**src/rtl/hs_pkg.sv**
```systemverilog
// Shared definitions for the toggle REQ/ACK handshake blocks: FSM encodings,
// boolean macros and a ceiling-log2 helper.
`ifndef HS_PKG_DEFS
`define HS_PKG_DEFS
`define TRUE  1'b1
`define FALSE 1'b0
`endif

package hs_pkg;

    localparam logic [1:0] HS_IDLE = 2'd0;
    localparam logic [1:0] HS_LOAD = 2'd1;
    localparam logic [1:0] HS_WAIT = 2'd2;

    // Ceiling log2; values of 0 or 1 return 0.
    function automatic int hs_log2(input int value);
        int result;
        int rem;
        result = 32'sd0;
        rem    = value - 32'sd1;
        while (rem > 32'sd0) begin
            result = result + 32'sd1;
            rem    = rem >>> 1;
        end
        return result;
    endfunction

endpackage

```
**src/rtl/hs_tx_fifo.sv**
```systemverilog
// DEPTH x WID_DATA circular queue with full/empty/count; pointers carry one
// extra MSB so a full queue is distinguishable from an empty one.
module hs_tx_fifo
    import hs_pkg::*;
#(
    parameter int WID_DATA = 8,
    parameter int DEPTH    = 4
) (
    input  logic                     i_clk,
    input  logic                     i_rst_n,
    input  logic                     i_push,
    input  logic [WID_DATA-1:0]      i_data,
    input  logic                     i_pop,
    output logic [WID_DATA-1:0]      o_data,
    output logic                     o_full,
    output logic                     o_empty,
    output logic [hs_log2(DEPTH):0]  o_count
);

    localparam int AW = hs_log2(DEPTH);
    localparam logic [AW:0] PTR_ONE = {{AW{1'b0}}, 1'b1};

    logic [WID_DATA-1:0] r_mem [DEPTH];
    logic [AW:0]         r_wr_ptr;
    logic [AW:0]         r_rd_ptr;
    logic                w_do_push;
    logic                w_do_pop;

    assign o_empty   = (r_wr_ptr == r_rd_ptr);
    assign o_full    = (r_wr_ptr[AW] != r_rd_ptr[AW]) &&
                       (r_wr_ptr[AW-1:0] == r_rd_ptr[AW-1:0]);
    assign o_count   = r_wr_ptr - r_rd_ptr;
    assign w_do_push = i_push & ~o_full;
    assign w_do_pop  = i_pop & ~o_empty;
    assign o_data    = r_mem[r_rd_ptr[AW-1:0]];

    // Pointer advance; wrap falls out of the natural modulo arithmetic.
    always_ff @(posedge i_clk or negedge i_rst_n) begin
        if (!i_rst_n) begin
            r_wr_ptr <= '0;
            r_rd_ptr <= '0;
        end else begin
            if (w_do_push) begin
                r_wr_ptr <= r_wr_ptr + PTR_ONE;
            end
            if (w_do_pop) begin
                r_rd_ptr <= r_rd_ptr + PTR_ONE;
            end
        end
    end

    // Storage array needs no reset: empty/full come from the pointers alone.
    always_ff @(posedge i_clk) begin
        if (w_do_push) begin
            r_mem[r_wr_ptr[AW-1:0]] <= i_data;
        end
    end

endmodule

```
**src/rtl/synchronizer.sv**
```systemverilog
// Two-flop level synchronizer for a single asynchronous control bit.
module Synchronizer (
    input  logic i_clk,
    input  logic i_rst_n,
    input  logic i_async,
    output logic o_sync
);

    logic r_meta;
    logic r_sync;

    // Metastability filter chain.
    always_ff @(posedge i_clk or negedge i_rst_n) begin
        if (!i_rst_n) begin
            r_meta <= 1'b0;
            r_sync <= 1'b0;
        end else begin
            r_meta <= i_async;
            r_sync <= r_meta;
        end
    end

    assign o_sync = r_sync;

endmodule

```
**src/rtl/hs_tx_sender.sv**
```systemverilog
// Transmitter endpoint of the toggle REQ/ACK CDC handshake: queues words and
// sends one per REQ toggle. Optional ACK watchdog under HS_TX_TIMEOUT_EN.
module hs_tx_sender
    import hs_pkg::*;
#(
    parameter int WID_DATA   = 8,
    parameter int DEPTH      = 4,
    parameter int TMO_CYCLES = 255
) (
    input  logic                     T_Clock,
    input  logic                     T_Reset,
    input  logic [WID_DATA-1:0]      W_Data,
    input  logic                     W_Valid,
    output logic                     W_Ready,
    output logic [WID_DATA-1:0]      TX_Data,
    output logic                     TX_Req,
    input  logic                     TX_AckAsync,
    output logic                     Idle,
    output logic [hs_log2(DEPTH):0]  Count,
    output logic                     Timeout
);

    logic [1:0]          r_state;
    logic [WID_DATA-1:0] r_tx_data;
    logic                r_tx_req;
    logic                w_ack_s;
    logic                w_full;
    logic                w_empty;
    logic                w_push;
    logic                w_pop;
    logic [WID_DATA-1:0] w_head;

    assign w_push = W_Valid & ~w_full;
    assign w_pop  = (r_state == HS_IDLE) & ~w_empty;

    Synchronizer u_ack_sync (
        .i_clk   (T_Clock),
        .i_rst_n (T_Reset),
        .i_async (TX_AckAsync),
        .o_sync  (w_ack_s)
    );

    hs_tx_fifo #(
        .WID_DATA (WID_DATA),
        .DEPTH    (DEPTH)
    ) u_fifo (
        .i_clk   (T_Clock),
        .i_rst_n (T_Reset),
        .i_push  (w_push),
        .i_data  (W_Data),
        .i_pop   (w_pop),
        .o_data  (w_head),
        .o_full  (w_full),
        .o_empty (w_empty),
        .o_count (Count)
    );

    // Handshake FSM: data is loaded one cycle ahead of the REQ edge.
    always_ff @(posedge T_Clock or negedge T_Reset) begin
        if (!T_Reset) begin
            r_state   <= HS_IDLE;
            r_tx_data <= '0;
            r_tx_req  <= 1'b0;
        end else begin
            case (r_state)
                HS_IDLE: begin
                    if (!w_empty) begin
                        r_tx_data <= w_head;
                        r_state   <= HS_LOAD;
                    end
                end
                HS_LOAD: begin
                    r_tx_req <= ~r_tx_req;
                    r_state  <= HS_WAIT;
                end
                HS_WAIT: begin
                    if (w_ack_s == r_tx_req) begin
                        r_state <= HS_IDLE;
                    end
                end
                default: begin
                    r_state <= HS_IDLE;
                end
            endcase
        end
    end

    assign TX_Data = r_tx_data;
    assign TX_Req  = r_tx_req;
    assign W_Ready = ~w_full;
    assign Idle    = (r_state == HS_IDLE) & w_empty;

`ifdef HS_TX_TIMEOUT_EN
    localparam int TW = hs_log2(TMO_CYCLES + 1);
    localparam logic [TW-1:0] TMO_LAST = TW'(TMO_CYCLES - 1);
    localparam logic [TW-1:0] TMO_ONE  = TW'(1);

    logic [TW-1:0] r_tmo_cnt;
    logic          r_timeout;

    // Watchdog only observes; the transfer keeps waiting after it fires.
    always_ff @(posedge T_Clock or negedge T_Reset) begin
        if (!T_Reset) begin
            r_tmo_cnt <= '0;
            r_timeout <= `FALSE;
        end else if (r_state == HS_LOAD) begin
            r_tmo_cnt <= '0;
        end else if ((r_state == HS_WAIT) && (w_ack_s != r_tx_req) &&
                     (r_timeout == `FALSE)) begin
            r_tmo_cnt <= r_tmo_cnt + TMO_ONE;
            if (r_tmo_cnt == TMO_LAST) begin
                r_timeout <= `TRUE;
            end
        end
    end

    assign Timeout = r_timeout;
`else
    assign Timeout = `FALSE;
`endif

endmodule

```
**config.mk**
```make
export PLATFORM = sky130hd
export DESIGN_NAME = hs_tx_sender
export DESIGN_NICKNAME = d
export VERILOG_FILES = /design/src/rtl/hs_pkg.sv /design/src/rtl/hs_tx_fifo.sv /design/src/rtl/synchronizer.sv /design/src/rtl/hs_tx_sender.sv
export SDC_FILE = /design/constraint.sdc
export NUM_CORES = 1
export LEC_CHECK = 0
export BUFFER_PORTS_ARGS = -buffer_cell sky130_fd_sc_hd__clkbuf_2
export CAP_MARGIN = 10
export CORE_ASPECT_RATIO = 1.75
export CORE_MARGIN = 4
export CORE_UTILIZATION = 51
export DETAILED_ROUTE_END_ITERATION = 7
export GPL_TIMING_DRIVEN = 0
export PLACE_DENSITY = 0.74
export SLEW_MARGIN = 20
export SYNTH_ARGS = -nofsm -noshare
export SYNTH_HDL_FRONTEND = slang
export SYNTH_HIERARCHICAL = 1
export SYNTH_SLANG_ARGS = --single-unit
```
**constraint.sdc**
```tcl
create_clock -name T_Clock -period 2.34 [get_ports T_Clock]
set_input_delay 0.234 -clock T_Clock [delete_from_list [all_inputs] [get_ports T_Clock]]
set_output_delay 0.234 -clock T_Clock [all_outputs]
set_load 0.03 [all_outputs]
```
# Yosys cells after proc, flatten, opt, wreduce, memory -nomap -nowiden
# Memories as Yosys holds them, arrays and structs flattened. A register that Yosys moved wholly into a read port is not among the register bits.
# Index checks and enable logic that the tools add are counted.
word_totals:
  register_bits: 11
  output_inout_bits: 15
  wordCells: 36
  n_memories: 1
  ramBits: 32
  inputBits: 12
op_classes:
  n_bitwise: 8
  add_sub_neg: 3
  mux: 5
  eq_ne: 8
  reduce_logical: 5
memory_table:
  columns: ["memory", "words", "word_bits", "rd", "rd_clocked_by_memory_dff", "wr", "line", "text"]
  rows:
  - ["u_fifo.r_mem", 4, 8, 1, 1, 1, "hs_tx_fifo.sv:23", "logic [WID_DATA-1:0] r_mem [DEPTH];"]
op_table:
  columns: ["operator", "n"]
  rows:
  - ["adder 3 x 1 -> 3 bit, second input constant", 2]
  - ["one-hot mux 2 bit (3 select lines)", 1]
  - ["AND 1 bit", 5]
  - ["2-to-1 mux 2 bit", 2]
  - ["!= test 2 bit, second input constant", 2]
  - ["AND reduction 2 bit", 2]
  - ["== test 3 bit", 1]
  - ["inverter 1 bit", 3]
  - ["subtractor 3 bit", 1]
  - ["== test 2 x 1 -> 1 bit, second input constant", 1]
  - ["== test 2 bit", 1]
  - ["== test 2 bit, second input constant", 1]
  - ["zero test 2 bit", 1]
  - ["2-to-1 mux 1 bit", 2]
  - ["== test 1 bit", 1]
  - ["logical AND 1 bit", 1]
  - ["zero test 1 bit", 1]
  - ["!= test 1 bit", 1]

# Longest topological paths before layout
# Gate-level depths: netlist (run 1).
depth:
  ltp_word: 7
  mapped_depth: 9
  depth_no_buf: 8

# Hierarchy
# The synthesis (run 1) kept the hierarchy.
by_module_without_submodules:
  columns: ["module", "seq_area_each_um2", "area_each_um2", "n_inst", "cells_each"]
  rows:
  - ["hs_tx_fifo", 1111.1, 1611.5, 1, 87]
  - ["hs_tx_sender", 275.3, 451.7, 1, 31]
  - ["Synchronizer", 50.0, 50.0, 1, 2]

# Worst setup path after synthesis (run 1)
# Ideal clock, no wire load.
synth_timing:
  path_kind: "register -> output"
  from: "register u_fifo.r_rd_ptr[1]"
  to: "output port Idle"
  slack_ns: -0.107
  arrival_time_ns: 2.213
  t_required_ns: 2.106
  stages_incl_launch_ff: 7
  path_buffers: 1
  cell_sequence: "dfrtp_1 clkbuf_1 inv_1 ha_1 nand2_1 nor2_1 nor3b_1"
synth_between:
  elab_chain_cells: 2
synth_lines:
  columns: ["element", "line", "text"]
  rows:
  - ["start, declared", "hs_tx_fifo.sv:25", "logic [AW:0] r_rd_ptr;"]
  - ["start signal, assigned", "hs_tx_fifo.sv:47", "r_rd_ptr <= r_rd_ptr + PTR_ONE;"]
  - ["== test 3 bit", "hs_tx_fifo.sv:29", "assign o_empty = (r_wr_ptr == r_rd_ptr);"]
  - ["net w_empty", "hs_tx_sender.sv:28", "logic w_empty;"]
  - ["AND 1 bit", "hs_tx_sender.sv:91", "assign Idle = (r_state == HS_IDLE) & w_empty;"]
  - ["end, declared", "hs_tx_sender.sv:18", "output logic Idle,"]
# The timed path passes the listed nets, and every way through them passes these cells.

# Final worst setup path (run 1)
# Same ends and word-level chain as after synthesis.

==> results.py, run 1 <==
metrics = {
    "status": {
        "status": "finished clean",
    },
    "critical_path": {
        "cpLargestDelayFamily": "buffers and inverters",
        "crit_chain": "clkbuf_8 > inv_1 > ha_1 > nand2_2 > nor2_4 > nor3b_2 > clkbuf_2",
        "slowest_stage": "dfrtp_1",
        "cp-end-kind": "output pin",
        "cp.arrival_ns": 1.97,
        "r2r-start": "u_fifo/r_rd_ptr[1]",
        "cp.buffers_inverters": 3,
        "r2r_cells": 9,
        "r2r_slack_ns": 0.17,
        "worst_r2r_endpoint": "u_fifo/r_wr_ptr[1]",
        "max_stage_delay_ns": 0.39,
        "start_kind": "flip-flop",
        "cp_max_fo": 10,
        "required_ns": 2.11,
        "path_class": "reg2out",
    },
    "cts": {
        "cts_tree": "built",
        "path_clk_slew_ns": 0.10,
        "clockBufferDepth": 2,
        "clk_latency_ns": 0.31,
        "cts-root-buf": "clkbuf_8",
        "cts.sinks": 51,
        "cts_buffers": 5,
        "htreeDepth": 2,
    },
    "sta": {
        "rsz0062_at_grt": "false",
        "fmax_mhz": 454.4,
        "maxSlewHeadroom_pct": 65.76,
        "post-route-period-util_pct": 94.05,
        "fin_worst_skew_ns": 0.007318,
        "worst_pin_slew_ns": 0.5137,
        "finalHoldViolations": 0,
        "slew_violations": 0,
        "setup_viol": 0,
        "fin_crit_ns": 2.201,
        "holdWs_ns": 0.03817,
    },
    "synth": {
        "synth-seq-cells": 51,
        "synthSimpleGateAreaFrac_pct": 4.796,
        "syn-cell-area_um2": 2113,
        "synth_top_family_by_area": "multiplexers",
        "async_flop_share_pct": 37.25,
        "yosys_most_used_dff": "edfxtp_1",
        "synthMuxAreaShare_pct": 15.22,
        "ys_types": 28,
        "synth-compound-area-share_pct": 1.539,
        "syn_nets": 140,
        "synth_xor_xnor_area_share_pct": 2.842,
        "synth_area_per_cell_um2": 17.61,
        "ys_warn_count": 6,
        "synth_adder_area_share_pct": 5.092,
        "synth-edff-count": 32,
        "ys_seq_area_share_pct": 67.97,
        "syn_inst": 120,
    },
    "route": {
        "dr_total_vias": 1107,
        "vias_per_cell": 5.426,
        "first_pass_iters": 4,
        "wl_per_cell_um": 16.85,
        "drc": 0,
        "ant_nets": 0,
        "totalWireLength_um": 3438,
        "drtIter0Drc": 21,
    },
    "min_path": {
        "min_to": "u_ack_sync/r_meta",
        "hold_start": "TX_AckAsync",
        "min_path_cells": 1,
        "hold_class": "in2reg",
    },
    "floorplanning": {
        "core_area_um2": 3941,
        "rows": 30,
        "die_w_um": 56.66,
        "die_h_um": 93.16,
        "start_util_pct": 53.62,
        "num_io_pins": 27,
        "dieArea_um2": 5278,
    },
    "layout": {
        "syn2layout_area_growth_pct": 16.81,
        "fin_nets": 175,
        "finalNonFillerCells": 204,
        "final_area_um2": 2469,
        "antenna_cells": 0,
        "drive_gt1_share_pct": 44.23,
        "final_util_pct": 62.63,
    },
    "grt": {
        "antenna_found_initial": 0,
        "grt-ovfl-total": 0,
        "grt_pass1_wl_um": 5906,
        "grt_pass1_vias": 1167,
        "grt_max_degree": 20,
        "grt_usage_pct": 14.98,
    },
    "placement": {
        "postPlaceCellArea_um2": 2303,
        "dp_hpwl_um": 2343,
        "globalplace.congestion": 0.7884,
        "dp.cells": 193,
        "portBuffers": 25,
    },
    "flow_run": {
        "drv_cap": 0,
    },
}
[metrics by stage]
step	worst slack, ns	TNS (ns)
finish	0.1393	0
detailed placement	-0.4525	-18.33
global route	0.01026	0
global placement	-0.3744	-14.63
floorplan	0.1364	0
CTS	0.05530	0
[state kept, by name, indices dropped and copies added (netlist names)]
name / flops
TX_Data: 8
u_fifo/r_rd_ptr: 3
u_fifo/r_mem: 32
u_ack_sync/o_sync: 1
u_fifo/r_wr_ptr: 3
TX_Req: 1
r_state: 2
u_ack_sync/r_meta: 1
[per-layer routing]
metal / track usage, % / part of all wire [%] / vias up / wire, um
met1: 17.13 / 36 / 571 / 1252
li1: - / - / 505 / -
met5: 0 / 0 / - / 0
met4: 5.941 / 1.7 / 0 / 57
met3: 3.315 / 4.8 / 5 / 165
met2: 26.64 / 57 / 26 / 1964
[layout by cell type, fill, tap and decap left out, types with 2 or more instances in the layout]
cell	count
mux2_2	9
nand2_1	4
buf_4	3
edfxtp_1	32
ha_1	7
xnor2_1	5
o21ai_0	3
mux4_2	8
dfrtp_1	19
clkbuf_2	25
mux2_4	2
clkbuf_8	6
and3_4	3
inv_1	9
[worst reg2reg max path, cell delays in order, from the launching register on]
cell and delay (ns):
dfrtp_1 0.39, clkbuf_8 0.20, inv_1 0.09, ha_1 0.32, nand3_1 0.19, inv_1 0.11
nor2b_4 0.18, inv_1 0.06, a31o_2 0.24, mux2_4 0.29
[cells in the mapped netlist, drive strengths merged (2+ instances only)]
| library cell | instances | share of area (%) |
|---|---|---|
| and3 | 4 | 1.2 |
| buf | 2 | 0.59 |
| dfrtp | 19 | 22 |
| edfxtp | 32 | 45 |
| ha | 7 | 4.1 |
| inv | 9 | 1.6 |
| mux2 | 11 | 6.2 |
| mux4 | 8 | 8.5 |
| nand2 | 5 | 0.89 |
| nor3 | 2 | 1.0 |
| o21ai | 4 | 1.1 |
| xnor2 | 5 | 2.1 |
[repair_timing]
| action | 4_1_cts | 5_1_grt |
|---|---|---|
| hold endpoints to repair | 19 | 0 |
| pin swaps | 1 | 0 |
| resized for setup | 10 | 5 |
| setup endpoints to repair | 49 | 26 |
| hold buffers | 1 | 0 |
| setup buffers | 2 | 0 |
[worst max-delay path by stage]
stage                       start            endpoint  slack [ns]  cells past startpoint
3_5_place_dp   u_fifo/r_rd_ptr[1]  u_fifo/r_mem[2][6]       -0.45                      7
4_1_cts        u_fifo/r_rd_ptr[1]                Idle        0.06                      7
2_1_floorplan  u_fifo/r_rd_ptr[1]  u_fifo/r_rd_ptr[1]        0.14                      8
3_3_place_gp   u_fifo/r_rd_ptr[1]  u_fifo/r_rd_ptr[1]       -0.37                      8
5_1_grt        u_fifo/r_rd_ptr[1]                Idle        0.01                      7
6_report       u_fifo/r_rd_ptr[1]                Idle        0.14                      7
[logic make-up after synthesis]
| kind of cell | Yosys count |
|---|---|
| multiplexers | 20 |
| other | 1 |
| XOR/XNOR | 6 |
| AND/OR/NAND/NOR | 17 |
| buffers and inverters | 12 |
| flip-flops | 51 |
| AO/OA/AOI/OAI | 5 |
| adder cells (fa/ha/maj) | 8 |
[cell type report]
type | instances | area (um2)
fillers | 296 | 1473
flip-flops and latches | 51 | 1436
multi-input cells | 57 | 665.6
repair buffers | 28 | 150.1
clock buffers | 5 | 68.82
well taps | 48 | 60.06
inverters | 9 | 33.78
clock inverters | 3 | 27.53
plain buffers | 3 | 26.28
Power of run 1 is not shown: default switching activity piles up to over one toggle a cycle in this logic, so the estimate is an artifact.
==> run 2, diff against run 1 <==
Settings changed: CORE_UTILIZATION 51 to 56, GPL_TIMING_DRIVEN 0 to 1, PLACE_DENSITY 0.74 to 0.78.
Clock period 2.34 ns to 2.5 ns, I/O delays scaled along.
==> run 2 against run 1 <==
  * Sequential share of layout area grew 1.0 points
  * Non-clock buffer count fell by 2
  * Final area fell by 1.7%
  * Via count shrank 2.3%
  * Critical path depth decreased by 1
  * Final cell count is 2.0% lower
  * First-iteration DRC count shrank 43%
  * Utilization up 4.2 points
  * Global-route usage grew 2.7 points
  * Die area fell by 7.9%
  * Register-to-register slack gained 0.09 ns
  * Hold slack gained 0.017 ns
  * Critical endpoint unchanged
==> results.py, run 2 (synthesis results as in run 1) <==
metrics = {
    "sta": {
        "setup_viol": 0,
        "post-route-period-util_pct": 89.43,
        "rsz0062_at_grt": "false",
        "finalHoldViolations": 0,
        "fin_worst_skew_ns": 0.007040,
        "fin_crit_ns": 2.236,
        "setup-tns-final_ns": 0,
        "slew_violations": 0,
        "fmax_mhz": 447.3,
    },
    "layout": {
        "drive_gt1_share_pct": 38.31,
        "largest_register_ffs": 32,
        "antenna_cells": 0,
        "final_area_um2": 2426,
        "final_common_cell": "edfxtp_1",
        "syn2layout_area_growth_pct": 14.80,
        "fin_nets": 173,
        "layout_common_cells": "edfxtp_1, clkbuf_2, dfrtp_1, mux2_2, inv_1",
        "fillCellCount": 266,
    },
    "floorplanning": {
        "core_area_um2": 3628,
        "rows": 29,
        "num_io_pins": 27,
        "start_util_pct": 58.24,
        "dieArea_um2": 4859,
        "die_w_um": 54.44,
        "die_h_um": 89.27,
    },
    "route": {
        "first_pass_iters": 4,
        "vias_per_cell": 5.410,
        "drc": 0,
        "drtIter0Drc": 12,
        "totalWireLength_um": 3571,
        "dr_wl_met2_um": 1966,
        "dr_total_vias": 1082,
        "met3_length_um": 192,
        "wl_per_cell_um": 17.86,
        "met1_length_um": 1343,
        "ant_nets": 0,
        "top_layer_used": "met4",
    },
    "grt": {
        "grt_pass1_wl_um": 5878,
        "grt_max_degree": 20,
        "grt-ovfl-total": 0,
        "grt_pass1_vias": 1239,
        "antenna_found_initial": 0,
        "grt_usage_pct": 17.67,
    },
    "placement": {
        "globalplace.congestion": 0.8318,
        "portBuffers": 25,
        "dp_hpwl_um": 2578,
        "postPlaceCellArea_um2": 2302,
    },
    "flow_run": {
        "drv_cap": 0,
    },
    "critical_path": {
        "slowest_stage": "dfrtp_1",
        "r2r_slack_ns": 0.26,
        "cp_max_fo": 4,
        "cp-end-kind": "output pin",
        "path_class": "reg2out",
        "start_kind": "flip-flop",
        "cpLargestDelayFamily": "simple AND/OR/NAND/NOR gates",
        "cp.buffers_inverters": 2,
        "max_stage_delay_ns": 0.42,
        "r2r_cells": 6,
        "required_ns": 2.25,
        "cp.arrival_ns": 1.99,
        "crit_chain": "inv_1 > ha_1 > nand2_1 > nor2_2 > nor3b_1 > clkbuf_2",
        "r2r-start": "u_fifo/r_wr_ptr[0]",
        "worst_r2r_endpoint": "u_fifo/r_mem[2][5]",
    },
    "min_path": {
        "hold_start": "TX_AckAsync",
        "hold_class": "in2reg",
        "min_path_cells": 1,
        "min_to": "u_ack_sync/r_meta",
    },
    "cts": {
        "cts-root-buf": "clkbuf_8",
        "htreeDepth": 2,
        "clk_latency_ns": 0.30,
        "postCtsSetupRepairBufs": 0,
        "cts_tree": "built",
        "path_clk_slew_ns": 0.09,
        "clockBufferDepth": 2,
        "cts_buffers": 5,
        "cts.sinks": 51,
    },
    "status": {
        "status": "finished clean",
    },
}
run 2: layer usage:
layer | global-route usage (%) | vias up
met5 | 0 | -
met4 | 7.937 | 0
met3 | 4.841 | 9
met2 | 31.62 | 37
met1 | 18.43 | 536
li1 | - | 500
run 2: final cells by class:
class	instances	area [um2]	share of cell area (%)
clock inverters	3	42.54	1.753
flip-flops and latches	51	1436	59.21
multi-input cells	57	629.4	25.94
repair buffers	29	157.7	6.498
well taps	46	57.56	2.372
clock buffers	5	68.82	2.837
inverters	9	33.78	1.392
run 2: per-stage QoR:
stage | setup slack (ns) | std cells | utilization, % | hold slack [ns]
3_3_place_gp | 0.3489 | 191 | 63.45 | 0.2213
3_5_place_dp | 0.2527 | 191 | 63.45 | 0.2299
2_1_floorplan | 0.03666 | 120 | - | -0.04559
5_1_grt | 0.03820 | 200 | 66.86 | 0.04605
4_1_cts | 0.1629 | 200 | 66.79 | 0.04753
6_report | 0.2643 | 200 | 66.86 | 0.05489
run 2: how the worst max path moves through the flow:
stage | startpoint | to | slack (ns) | cells after the start
after floorplan | u_fifo/r_rd_ptr[1] | Idle | 0.04 | 6
after global placement | u_fifo/r_wr_ptr[0] | u_fifo/r_mem[0][2] | 0.35 | 6
after detailed placement | u_fifo/r_wr_ptr[0] | u_fifo/r_mem[0][2] | 0.25 | 6
after CTS | u_fifo/r_wr_ptr[0] | Idle | 0.16 | 6
after global routing | u_fifo/r_wr_ptr[0] | Idle | 0.04 | 6
final | u_fifo/r_wr_ptr[0] | Idle | 0.26 | 6
run 2: repair_timing:
action / 4_1_cts / 5_1_grt
gates resized for setup: 0 / 1
hold buffers: 1 / 0
endpoints found under the hold margin: 19 / 0
setup endpoints to repair: 0 / 1
Power of run 2 is left out for the same reason.
